## src/rtl/msa_defs.vh

```
// Shared state encodings for the multiword add sequencer.
// The RTL package and the bench both include this file.
`ifndef MSA_DEFS_VH
`define MSA_DEFS_VH
`define MSA_ST_IDLE 2'd0
`define MSA_ST_RUN  2'd1
`define MSA_ST_DONE 2'd2
`endif

```

## src/rtl/multiword_add_sequencer_pkg.sv

```systemverilog
// Types and helpers shared by the multiword add sequencer and its chunk adder.
package multiword_add_sequencer_pkg;
`include "msa_defs.vh"

    typedef enum logic [1:0] {
        ST_IDLE = `MSA_ST_IDLE,
        ST_RUN  = `MSA_ST_RUN,
        ST_DONE = `MSA_ST_DONE
    } msa_state_e;

    // Width of a counter able to index WORDS chunks.
    function automatic int idx_width(input int words);
        return (words > 1) ? $clog2(words) : 1;
    endfunction

endpackage

```

## src/rtl/multiword_add_sequencer_chunk_adder.sv

```systemverilog
// Combinational WIDTH-bit adder with carry in/out, used once per sequencer cycle.
module chunk_adder #(
    parameter int WIDTH = 4
) (
    output logic             co,
    output logic [WIDTH-1:0] sum,
    input  logic [WIDTH-1:0] a,
    input  logic [WIDTH-1:0] b,
    input  logic             ci
);

    generate
        case (WIDTH)
            1: begin : adder
                assign sum = a ^ b ^ ci;
                assign co  = (a[0] & b[0]) | (a[0] & ci) | (b[0] & ci);
            end
            default: begin : adder
                assign {co, sum} = {1'b0, a} + {1'b0, b} + {{WIDTH{1'b0}}, ci};
            end
        endcase
    endgenerate

endmodule

```

## src/rtl/multiword_add_sequencer.sv

```systemverilog
// Sequential multiword adder: adds one WIDTH-bit chunk per cycle, LSB chunk first,
// with a valid/ready handshake on both the operand and the result side.
module multiword_add_sequencer
    import multiword_add_sequencer_pkg::*;
#(
    parameter int WIDTH = 4,
    parameter int WORDS = 4
) (
    input  logic                   clk,
    input  logic                   rst_n,
    input  logic                   in_valid,
    output logic                   in_ready,
    input  logic [WIDTH*WORDS-1:0] a,
    input  logic [WIDTH*WORDS-1:0] b,
    input  logic                   ci,
    output logic                   out_valid,
    input  logic                   out_ready,
    output logic [WIDTH*WORDS-1:0] sum,
    output logic                   co
);

    localparam int TOTAL_W = WIDTH * WORDS;
    localparam int IDX_W   = idx_width(WORDS);
    localparam logic [IDX_W-1:0] LAST_IDX = IDX_W'(WORDS - 1);

    msa_state_e         r_state;
    logic [IDX_W-1:0]   r_idx;
    logic [TOTAL_W-1:0] r_a;
    logic [TOTAL_W-1:0] r_b;
    logic               r_carry;
    logic [TOTAL_W-1:0] r_sum;
    logic               r_co;
    logic               r_out_valid;
    logic               r_in_ready;

    logic [WIDTH-1:0]   w_a_chunk;
    logic [WIDTH-1:0]   w_b_chunk;
    logic [WIDTH-1:0]   w_s;
    logic               w_c;

    // r_idx never exceeds WORDS-1, so the shift always selects a real chunk.
    assign w_a_chunk = WIDTH'(r_a >> (int'(r_idx) * WIDTH));
    assign w_b_chunk = WIDTH'(r_b >> (int'(r_idx) * WIDTH));

    chunk_adder #(
        .WIDTH (WIDTH)
    ) u_chunk_adder (
        .co  (w_c),
        .sum (w_s),
        .a   (w_a_chunk),
        .b   (w_b_chunk),
        .ci  (r_carry)
    );

    // Control FSM, operand capture, chunk index and result registers.
    always_ff @(posedge clk or negedge rst_n) begin
        if (!rst_n) begin
            r_state     <= ST_IDLE;
            r_idx       <= '0;
            r_a         <= '0;
            r_b         <= '0;
            r_carry     <= 1'b0;
            r_sum       <= '0;
            r_co        <= 1'b0;
            r_out_valid <= 1'b0;
            r_in_ready  <= 1'b1;
        end else begin
            case (r_state)
                ST_IDLE: begin
                    if (in_valid) begin
                        r_a        <= a;
                        r_b        <= b;
                        r_carry    <= ci;
                        r_idx      <= '0;
                        r_in_ready <= 1'b0;
                        r_state    <= ST_RUN;
                    end else begin
                        r_state    <= ST_IDLE;
                    end
                end
                ST_RUN: begin
                    r_sum[int'(r_idx) * WIDTH +: WIDTH] <= w_s;
                    r_carry <= w_c;
                    // The last chunk finishes the operation instead of wrapping idx.
                    if (r_idx == LAST_IDX) begin
                        r_co        <= w_c;
                        r_out_valid <= 1'b1;
                        r_state     <= ST_DONE;
                    end else begin
                        r_idx       <= r_idx + IDX_W'(1);
                    end
                end
                ST_DONE: begin
                    if (out_ready) begin
                        r_out_valid <= 1'b0;
                        r_in_ready  <= 1'b1;
                        r_state     <= ST_IDLE;
                    end else begin
                        r_state     <= ST_DONE;
                    end
                end
                default: begin
                    r_out_valid <= 1'b0;
                    r_in_ready  <= 1'b1;
                    r_state     <= ST_IDLE;
                end
            endcase
        end
    end

    assign in_ready  = r_in_ready;
    assign out_valid = r_out_valid;
    assign sum       = r_sum;
    assign co        = r_co;

endmodule
```

## config.mk

```make
export PLATFORM = sky130hd
export DESIGN_NAME = multiword_add_sequencer
export DESIGN_NICKNAME = d
export VERILOG_FILES = /design/src/rtl/multiword_add_sequencer_pkg.sv /design/src/rtl/multiword_add_sequencer_chunk_adder.sv /design/src/rtl/multiword_add_sequencer.sv
export VERILOG_INCLUDE_DIRS = /design/src /design/src/rtl
export SDC_FILE = /design/constraint.sdc
export NUM_CORES = 1
export LEC_CHECK = 0
export ABC_AREA = 1
export CELL_PAD_IN_SITES_DETAIL_PLACEMENT = 1
export CELL_PAD_IN_SITES_GLOBAL_PLACEMENT = 1
export CORE_MARGIN = 3
export CORE_UTILIZATION = 40
export CTS_BUF_LIST = sky130_fd_sc_hd__clkbuf_8 sky130_fd_sc_hd__clkbuf_16
export DETAILED_ROUTE_END_ITERATION = 6
export PLACE_DENSITY_LB_ADDON = 0.1
export SYNTH_ARGS = -nofsm -noshare
export SYNTH_HDL_FRONTEND = slang
export SYNTH_HIERARCHICAL = 1
export SYNTH_SLANG_ARGS = --single-unit
```

## constraint.sdc

```tcl
create_clock -name clk -period 5.14 [get_ports clk]
set_clock_uncertainty 0.2 [all_clocks]
set_input_delay 1.028 -clock clk [delete_from_list [all_inputs] [get_ports clk]]
set_output_delay 1.028 -clock clk [all_outputs]
set_load 0.005 [all_outputs]
```

==> results.py <==
metrics = {
    "run_status": {
        "status": "finished clean",
    },
    "place": {
        "dp_hpwl_um": 4910,
        "globalplace.congestion": 0.819,
        "port_buffers": 55,
    },
    "global_route": {
        "antenna_found_initial": 0,
        "grt_pass1_vias": 2418,
        "grt_overflow": 0,
        "grt_max_degree": 70,
        "grt_usage_pct": 18.2,
        "grt_pass1_wl_um": 11200,
    },
    "setup_path": {
        "critPathKind": "flip-flop to flip-flop",
        "start_kind": "flip-flop",
        "worst_ep_required_time_ns": 5.20,
        "worst-path-buf-inv": 4,
        "crit_cells": 12,
        "cp_common_cell": "inv_1",
        "r2r_cells": 12,
        "critical_path.endpoint_type": "flip-flop",
        "rrSetupSlack_ns": 1.80,
        "cp_top_family": "buffers and inverters",
        "cpPeakStageDelay_ns": 0.72,
        "worstPathMaxFanout": 32,
        "cp_data_arrival_time_ns": 3.39,
        "reg2reg_from": "r_idx[0]",
        "cp-startpoint": "r_idx[0]",
        "critPathSlowestCell": "inv_1",
        "cp_cell_sequence": "inv_1 -> a21oi_1 -> o21ai_0 -> nand2_1 -> fa_1 -> inv_1 -> fa_1 -> inv_1 -> inv_1 -> nor3_1 -> nand2_1 -> nand2_1",
        "rr_endpoint": "sum[13]",
        "cp-endpoint": "sum[13]",
    },
    "sta": {
        "slew-limit-headroom_pct": 40.8,
        "fin_crit_sh_pct": 64.9,
        "final.min_clock_period_ns": 3.34,
        "setup_viol": 0,
        "rsz0062_at_grt": "false",
        "clock.fmax_ghz": 0.300,
        "slew_viol_final": 0,
        "worst-slew-pin-transition_ns": 0.887,
        "hold_ws_ns": 0.274,
        "hold_viol_final": 0,
        "final.setup.tns_ns": 0,
    },
    "synth": {
        "syn_inst": 353,
        "yosys-top-cells-area": "dfrtp_1, nand2_1, o21ai_0, inv_1, nor2_1",
        "synth_top_cell_by_area": "dfrtp_1",
        "synth-seq-cells": 56,
        "synth_area_um2": 2780,
        "synth_top_area_share_pct": 49.5,
        "syn_avg_cell_area_um2": 7.88,
        "ys_seq_area_share_pct": 50.5,
        "yosys.cell_types.count": 25,
        "synth_warnings": 6,
        "syn_nets": 400,
    },
    "layout": {
        "synthToLayoutAreaGrowth_pct": 24.0,
        "drive_above_1_share_pct": 4.21,
        "fin_nets": 450,
        "mostFrequentLayoutCell": "nand2_1",
        "layout_common_cells": "nand2_1, dfrtp_1, clkdlybuf4s50_1",
        "antennaDiodeCount": 0,
    },
    "die": {
        "coreArea_um2": 6530,
        "rows": 29,
        "io_pins": 56,
        "dieArea_um2": 7990,
        "initial_core_util_pct": 42.6,
        "dieWidth_um": 89.4,
        "die_h_um": 89.4,
    },
    "drt": {
        "post-route-drc-count": 0,
        "firstDrtPassIters": 4,
        "viasPerCell": 4.89,
        "vias": 2350,
        "ant_nets": 0,
        "drt-initial-drc-count": 56,
        "wl_um": 6490,
        "detail_route.wl_per_cell_um": 13.5,
    },
    "clock_network": {
        "cts.clk_slew.worst_paths_ns": 0.10,
        "cts_tree": "yes",
        "cts_buffer_depth": 2,
        "clock_latency_ns": 0.31,
        "cts_setup_buffers": 0,
        "cts_resized": 0,
        "cts_sinks": 56,
        "clockRootBuffer": "clkbuf_8",
        "cts_max_level": 2,
        "cts_made_buffers": 5,
        "cts_hold_buf": 0,
    },
    "pwr": {
        "power.density_nw_per_um2": 621,
        "vdd_ir_drop_max_mv": 0.286,
        "leakagePower_nw": 1.81,
    },
    "flow_run": {
        "cap_violations": 0,
    },
    "hold_path": {
        "hold_class": "flip-flop to flip-flop",
    },
}
-- worst min-delay path by stage --
stage,start,endpoint,slack (ns),depth (start not counted)
floorplan,r_a[0],r_a[0],0.25,2
global placement,in_ready,in_ready,0.25,2
detailed placement,sum[12],sum[12],0.26,2
CTS,in_ready,in_ready,0.28,2
global route,in_ready,in_ready,0.30,2
finish,in_ready,in_ready,0.27,2
-- through the flow --
step	worst slack, ns	power, mW	instance area (um2)	util [%]	cells
after CTS	1.81	2.18	3450	52.8	481
after floorplan	2.53	1.53	2780	-	353
after global routing	1.45	2.39	3450	52.8	481
after detailed placement	1.85	1.92	3360	51.4	473
after global placement	1.96	1.86	3360	51.4	473
final	1.80	2.14	3450	52.8	481
-- sequential cells by signal (all words and copies together), names as in the netlist, 2 cells and up --
signal / count
r_state: 2
r_a: 16
r_idx: 2
r_b: 16
sum: 16
-- kinds of logic after synthesis --
family | count (synthesis) | synth area share [%]
AND/OR/NAND/NOR | 158 | 23.2
buffers and inverters | 66 | 9.72
AO/OA/AOI/OAI | 62 | 11.3
flip-flops | 56 | 50.5
adder cells (fa/ha/maj) | 10 | 5.04
XOR/XNOR | 1 | 0.315
-- cell usage after synthesis (all sizes together) --
cell type / count
ha: 8
dfrtp: 55
o21ai: 43
inv: 52
nand3: 13
nor2: 35
nand4: 1
buf: 8
nor3: 3
a21oi: 18
clkinv: 1
nand2: 106
a21boi: 1
fa: 2
xnor2: 1
dfstp: 1
clkbuf: 5
-- where the power goes --
| group | internal [mW] | total (mW) | switching (mW) |
|---|---|---|---|
| Combinational | 0.449 | 1.13 | 0.683 |
| Clock | 0.106 | 0.245 | 0.139 |
| Sequential | 0.635 | 0.765 | 0.130 |
| Total | 1.19 | 2.14 | 0.952 |
-- final cells by class --
cell class / instances / area, um2
clock buffers: 6 / 82.6
repair buffers: 56 / 553
clock inverters: 2 / 7.51
multi-input cells: 231 / 1110
inverters: 53 / 199
fillers: 802 / 3080
flip-flops and latches: 56 / 1400
well taps: 77 / 96.3
-- per-layer routing --
layer  GRT usage (%)  share of wire (%)  routed length (um)
met4            5.82                2.1                 138
met1            24.8                 48                3090
met5               0                  0                   0
met2            29.3                 47                3020
met3            3.41                3.7                 239
-- worst reg2reg max path: stages, from the launching register on --
cell,delay [ns]
dfrtp_1,0.53
inv_1,0.72
a21oi_1,0.14
o21ai_0,0.13
nand2_1,0.10
fa_1,0.44
inv_1,0.09
fa_1,0.41
inv_1,0.08
inv_1,0.06
nor3_1,0.24
nand2_1,0.09
nand2_1,0.06
(Power assumes the default switching activity.)
